**src/rtl/loader_pkg.sv**
```systemverilog
// Shared definitions for the program loader: FSM state encoding and default widths.
package loader_pkg;

   typedef enum logic [1:0] {
      ST_IDLE = 2'd0,
      ST_LOAD = 2'd1,
      ST_DONE = 2'd2,
      ST_ERR  = 2'd3
   } state_e;

   localparam int DEF_ADDR_WIDTH = 10;
   localparam int DEF_DATA_WIDTH = 32;

endpackage

```
**src/rtl/program_loader.sv**
```systemverilog
// Streams valid/ready words into consecutive memory addresses from BASE_ADDR,
// tracking word count and additive checksum; flags overflow of the address space.
module program_loader
   import loader_pkg::*;
#(
   parameter int                    ADDR_WIDTH = DEF_ADDR_WIDTH,
   parameter int                    DATA_WIDTH = DEF_DATA_WIDTH,
   parameter logic [ADDR_WIDTH-1:0] BASE_ADDR  = '0
) (
   input  logic                  CLK,
   input  logic                  RST,
   input  logic                  start,
   input  logic                  in_valid,
   input  logic [DATA_WIDTH-1:0] in_data,
   input  logic                  in_last,
   output logic                  in_ready,
   output logic                  mem_we,
   output logic [ADDR_WIDTH-1:0] mem_addr,
   output logic [DATA_WIDTH-1:0] mem_wdata,
   output logic                  busy,
   output logic                  done,
   output logic                  error,
   output logic [ADDR_WIDTH:0]   word_count,
   output logic [DATA_WIDTH-1:0] checksum
);

   // One more bit than the address so a completely full memory is representable.
   localparam logic [ADDR_WIDTH:0] DEPTH = {1'b1, {ADDR_WIDTH{1'b0}}};

   state_e                  state_q, state_d;
   logic [ADDR_WIDTH:0]     count_q, count_d;
   logic [DATA_WIDTH-1:0]   sum_q, sum_d;
   logic                    we_q, we_d;
   logic [ADDR_WIDTH-1:0]   addr_q, addr_d;
   logic [DATA_WIDTH-1:0]   wdata_q, wdata_d;

   // Ready depends only on state and count so the source never sees a combinational loop.
   assign in_ready = (state_q == ST_LOAD) && (count_q < DEPTH);

   always_comb begin
      // NOTE: every next-state signal gets a default first, so no branch can infer a latch.
      state_d = state_q;
      count_d = count_q;
      sum_d   = sum_q;
      we_d    = 1'b0;
      addr_d  = addr_q;
      wdata_d = wdata_q;
      case (state_q)
         ST_IDLE, ST_DONE, ST_ERR: begin
            if (start) begin
               state_d = ST_LOAD;
               count_d = '0;
               sum_d   = '0;
            end
         end
         ST_LOAD: begin
            if (in_valid && in_ready) begin
               we_d    = 1'b1;
               addr_d  = BASE_ADDR + count_q[ADDR_WIDTH-1:0];
               wdata_d = in_data;
               count_d = count_q + (ADDR_WIDTH+1)'(1);
               sum_d   = sum_q + in_data;
               if (in_last) state_d = ST_DONE;
            end else if (in_valid) begin
               // Source still pushing with the memory full: refuse rather than drop.
               state_d = ST_ERR;
            end
         end
         default: state_d = ST_IDLE;
      endcase
   end

   always_ff @(posedge CLK or posedge RST) begin
      if (RST) begin
         state_q <= ST_IDLE;
         count_q <= '0;
         sum_q   <= '0;
         we_q    <= 1'b0;
         addr_q  <= '0;
         wdata_q <= '0;
      end else begin
         // NOTE: non-blocking assignments make every flop load from pre-edge values.
         state_q <= state_d;
         count_q <= count_d;
         sum_q   <= sum_d;
         we_q    <= we_d;
         addr_q  <= addr_d;
         wdata_q <= wdata_d;
      end
   end

   assign mem_we     = we_q;
   assign mem_addr   = addr_q;
   assign mem_wdata  = wdata_q;
   assign word_count = count_q;
   assign checksum   = sum_q;
   assign busy       = (state_q == ST_LOAD);
   assign done       = (state_q == ST_DONE);
   assign error      = (state_q == ST_ERR);

endmodule
```
**config.mk**
```make
export PLATFORM = sky130hd
export DESIGN_NAME = program_loader
export DESIGN_NICKNAME = d
export VERILOG_FILES = /design/src/rtl/loader_pkg.sv /design/src/rtl/program_loader.sv
export SDC_FILE = /design/constraint.sdc
export NUM_CORES = 1
export LEC_CHECK = 0
export CORE_ASPECT_RATIO = 1.75
export CORE_MARGIN = 1
export CORE_UTILIZATION = 45
export CTS_CLUSTER_SIZE = 30
export DETAILED_ROUTE_END_ITERATION = 8
export GPL_ROUTABILITY_DRIVEN = 0
export PLACE_DENSITY_LB_ADDON = 0.05
export SLEW_MARGIN = 20
export SYNTH_ARGS = -nofsm -noshare
export SYNTH_HDL_FRONTEND = slang
export SYNTH_SLANG_ARGS = --single-unit
```
**constraint.sdc**
```tcl
create_clock -name CLK -period 2.6 [get_ports CLK]
set_input_delay 0.52 -clock CLK [delete_from_list [all_inputs] [get_ports CLK]]
set_output_delay 0.52 -clock CLK [all_outputs]
set_load 0.005 [all_outputs]
```
[Yosys cells after proc, flatten, opt, wreduce, memory -nomap -nowiden]
Cells that the tools add are included.
Operators by class
  add/sub/neg operators: 2
  magnitude comparators: 1
  eq/ne operators: 7
  muxes and demuxes: 13
  reduce and logical (&&, ||, !) cells: 7
Operator list (number)
  2-to-1 mux 32 bit: 2
  case mux 32 bit (2 select lines): 1
  adder 32 bit: 1
  2-to-1 mux 11 bit: 2
  case mux 11 bit (2 select lines): 1
  adder 11 x 1 -> 11 bit, second input constant: 1
  less-than comparator 11 bit, second input constant: 1
  2-to-1 mux 2 bit: 4
  == test 2 bit, second input constant: 2
  case mux 2 bit (2 select lines): 1
  AND reduction 2 bit: 2
  != test 3 x 2 -> 1 bit, second input constant: 1
  != test 3 bit, second input constant: 1
  AND reduction 3 bit: 1
  OR reduction 3 bit: 1
  == test 2 x 1 -> 1 bit, second input constant: 1
  logical AND 1 bit: 2
  logical NOT 2 bit: 1
  2-to-1 mux 1 bit: 2
  != test 2 x 1 -> 1 bit, second input constant: 1
  != test 2 bit, second input constant: 1
Storage, ports and cells
  register bits: 88
  input bits: 37
  output and inout bits: 90
  logic and storage cells: 36

[Depth between registers and ports, before layout]
  depth after elaboration: 5
  depth in mapped cells: 11

[Worst setup path after synthesis]
OpenSTA, ideal clock, no wires.
  kind: input port to flip-flop
  start point: input in_data[0]
  end point: register sum_q[30] (netlist: checksum[30])
  library setup time: 0.092 ns
  data arrival time: 2.484 ns
  slack: 0.024 ns
  stages on the path: 11
  path buffers: 0
  path through: ha_1 inv_1 fa_1 nor2b_1 o31a_1 o211ai_4 a21oi_4 o21ai_2 a2111oi_4 nor3_2 o31ai_2
On the way
  word-level cells in the longest chain between the ends: 3
RTL lines
  from (decl): RTL line program_loader.sv:14  | input logic [DATA_WIDTH-1:0] in_data,
  adder 32 bit: RTL line program_loader.sv:62  | sum_d = sum_q + in_data;
  2-to-1 mux 32 bit: RTL line program_loader.sv:57  | if (in_valid && in_ready) begin
  case mux 32 bit (2 select lines): RTL line program_loader.sv:48  | case (state_q)
  to (signal assigned): RTL line program_loader.sv:85  | sum_q <= sum_d;
  to (decl): RTL line program_loader.sv:32  | logic [DATA_WIDTH-1:0] sum_q, sum_d;
No other way between the ends. The select of a mux whose other input is x is not followed.
A chain may end at the register's enable or synchronous reset.

[Worst setup path in the final report]
  start point: input in_data[5]
  end point: register sum_q[30] (netlist: checksum[30])
The elaborated chain is that of the path after synthesis.

==> flow_summary.json <==
{
  "die_h_um": 143.6,
  "hold_viol": 0,
  "grt_usage_pct": 24.89,
  "reg2reg_depth": 11,
  "powerDensity_nw_per_um2": 1002,
  "ctsHtreeMaxLevel": 3,
  "dp_hpwl_mm": 10.52,
  "synthDistinctLibCells": 60,
  "clock_sinks": 88,
  "clk-insertion-delay-late_ps": 350,
  "ir_worst_vdd_v": 0.0005543,
  "synth_area_sq_um": 5155,
  "final_net_count": 863,
  "clkTransAtPathRegs_ps": 70,
  "cts_tree": "yes",
  "synth-compound-area-share_pct": 18.13,
  "power.leakage_nw": 3.693,
  "antenna_cells": 0,
  "ant_nets": 0,
  "grt_antenna_before_repair": 0,
  "setup_viol": 0,
  "grt_pass1_vias": 5249,
  "whs_path_depth": 3,
  "grt_pass1_wl_mm": 24.10,
  "preCtsSetupSlack_ps": -627.5,
  "drc": 0,
  "fin_util_pct": 69.84,
  "grt_max_degree": 69,
  "synth_simple_gate_area_share_pct": 21.92,
  "via_per_inst": 5.419,
  "min_period_over_period_pct": 96.83,
  "vias": 5040,
  "setup_ws_ps": 82.55,
  "synth_edf_count": 0,
  "async_flop_share_pct": 100.0,
  "worst_pin_slew_ps": 669.0,
  "tns_ps": 0,
  "start_kind": "input port",
  "ys.warnings.count": 0,
  "synth-seq-area-share_pct": 42.72,
  "maxCapViolations": 0,
  "top_level_ports": 127,
  "relSlewSlack_pct": 55.40,
  "path_max_fanout": 4,
  "post-place-cells": 909,
  "syn-num-nets": 669,
  "final.fill_count": 889,
  "skew_ps": 11.08,
  "final_cells": 930,
  "min_path_type": "in -> reg",
  "path_class": "in -> reg",
  "port-buffer-count": 126,
  "drt_first_pass_iters": 5,
  "drive_above_1_share_pct": 20.80,
  "fin_crit_ps": 2517,
  "crit_path_end_kind": "flop",
  "wl_mm": 14.74,
  "die_area_sq_um": 11900,
  "synth-xor-area-share_pct": 4.927,
  "synth_top_family_by_area": "simple AND/OR/NAND/NOR gates",
  "synthAdderAreaFrac_pct": 8.155,
  "initial_utilization_pct": 46.16,
  "ys.flop_type": "dfrtp_1",
  "drv_slew": 0,
  "drtIter0Drc": 193,
  "clk_path_buf_depth": 2,
  "postSynthAreaPerCell_sq_um": 8.606,
  "area_growth_pct": 51.29,
  "cts_made_buffers": 9,
  "synth_mux_area_share_pct": 0.6068,
  "netlist_instances": 599,
  "core_sq_um": 11170,
  "std_cell_rows": 51,
  "grt_overflow": 0,
  "status": "finished clean",
  "clockRootBuffer": "clkbuf_16",
  "cp_data_required_time_ps": 2800,
  "ys_seq_elements": 88,
  "max_freq_mhz": 397.2,
  "wl_per_cell_um": 15.85,
  "die_w_um": 82.91,
  "cp.arrival_ps": 2720
}
synthesized netlist by cell type, types with 3 or more instances:
cell type  count  share of area, %
a211oi_1       3              0.44
a21o_1        11               1.6
a21oi_1       30               2.9
a31o_2         3              0.51
a31oi_1        4              0.49
and3_1         6              0.73
buf_1          4              0.29
clkbuf_1      19               1.4
dfrtp_1       88                43
ha_1          32               7.8
inv_1         13              0.95
nand2_1      162                12
nand3_1       42               4.1
nand4_1        5              0.61
nor2_1        29               2.1
nor2b_1        4              0.49
nor3_1         5              0.49
o211ai_1       5              0.73
o21a_1         4              0.58
o21ai_0       45               4.4
o21ai_1        8              0.78
o21bai_1       4              0.58
xnor2_1       13               2.2
xor2_1        16               2.7
worst max-delay path, cell delays in order:
cell and delay (ps):
clkdlybuf4s50_1 480, ha_4 300, o21ai_1 70, buf_4 150
o21ai_4 150, o211ai_4 130, a21oi_4 200, o21ai_4 80
a2111oi_4 390, o21a_1 190, o31ai_2 60
power breakdown:
| part | internal, W | total (W) | switching (W) | leakage [nW] |
|---|---|---|---|---|
| Clock | 0.000755 | 0.00133 | 0.000574 | 0.148 |
| Combinational | 0.00238 | 0.00436 | 0.00197 | 2.42 |
| Sequential | 0.00176 | 0.00213 | 0.000366 | 1.13 |
flip-flops by register name, indices dropped and copies added, names as in the netlist:
| register | flops |
|---|---|
| checksum | 32 |
| mem_wdata | 32 |
| word_count | 11 |
| mem_addr | 10 |
| state_q | 2 |
| mem_we | 1 |
per-layer routing:
metal	vias up	share of wire, %	GRT usage (%)
met2	120	55	48.27
met3	31	3.2	3.102
met4	0	2.6	12.43
met1	2434	39	26.06
met5	-	0	0
li1	2455	-	-
per-stage QoR:
stage          area, sq um  total power, W  hold slack [ps]
2_1_floorplan         5159        0.004085            469.7
3_3_place_gp          7092        0.005947            457.1
3_5_place_dp          7092        0.006044            461.9
4_1_cts               7535        0.007578            476.2
5_1_grt               7799        0.008355            435.0
6_report              7799        0.007813            427.5
placed cells by master (no fill, tap or decap), types with 5 or more instances in the layout:
cell type	instances
nand2_1	159
clkdlybuf4s50_1	109
dfrtp_1	88
buf_4	83
nand3_1	41
o21ai_0	38
nor2_1	26
a21oi_1	22
ha_4	18
xor2_1	16
o21ai_1	15
xnor2_1	12
ha_1	12
dlymetal6s2s_1	12
inv_1	11
a21o_1	11
a21oi_2	9
clkbuf_16	9
and3_1	6
nand4_1	5
o211ai_1	5
kinds of logic (layout without fill, tap and decap cells):
| family | Yosys count | after routing |
|---|---|---|
| adders and majority gates | 33 | 33 |
| and+or+nand+nor | 264 | 264 |
| xor gates and xnor gates | 29 | 29 |
| AOI/OAI and AO/OA | 139 | 139 |
| DFF | 88 | 88 |
| buffers and inverters | 43 | 242 |
| muxes | 3 | 3 |
final timing paths:
kind,from,endpoint,slack (ps)
max,in_data[5],checksum[30]$_DFFE_PP0P_,80
min,in_data[0],mem_wdata[0]$_DFFE_PP0P_,430
max reg2reg,checksum[0]$_DFFE_PP0P_,checksum[30]$_DFFE_PP0P_,100
min reg2reg,mem_wdata[30]$_DFFE_PP0P_,mem_wdata[30]$_DFFE_PP0P_,470
max in group asynchronous,RST,checksum[11]$_DFFE_PP0P_,1680
min in group asynchronous,RST,mem_wdata[27]$_DFFE_PP0P_,590
timing repair:
action                     CTS  global route
buffers inserted             3             2
gates resized for setup     22            53
setup endpoints to repair   16            14
pin swaps                   22            23
hold buffers                 0             0
final cells by class:
class                   instances  area, sq um  share of cell area [%]
clock buffers                   9        225.2                   2.888
well taps                     132        165.2                   2.118
multi-input cells             468         3126                   40.08
inverters                      15        60.06                  0.7701
repair buffers                211         1944                   24.93
clock inverters                 7        76.32                  0.9787
flip-flops and latches         88         2202                   28.24
Power figures use the tool's default switching activity.
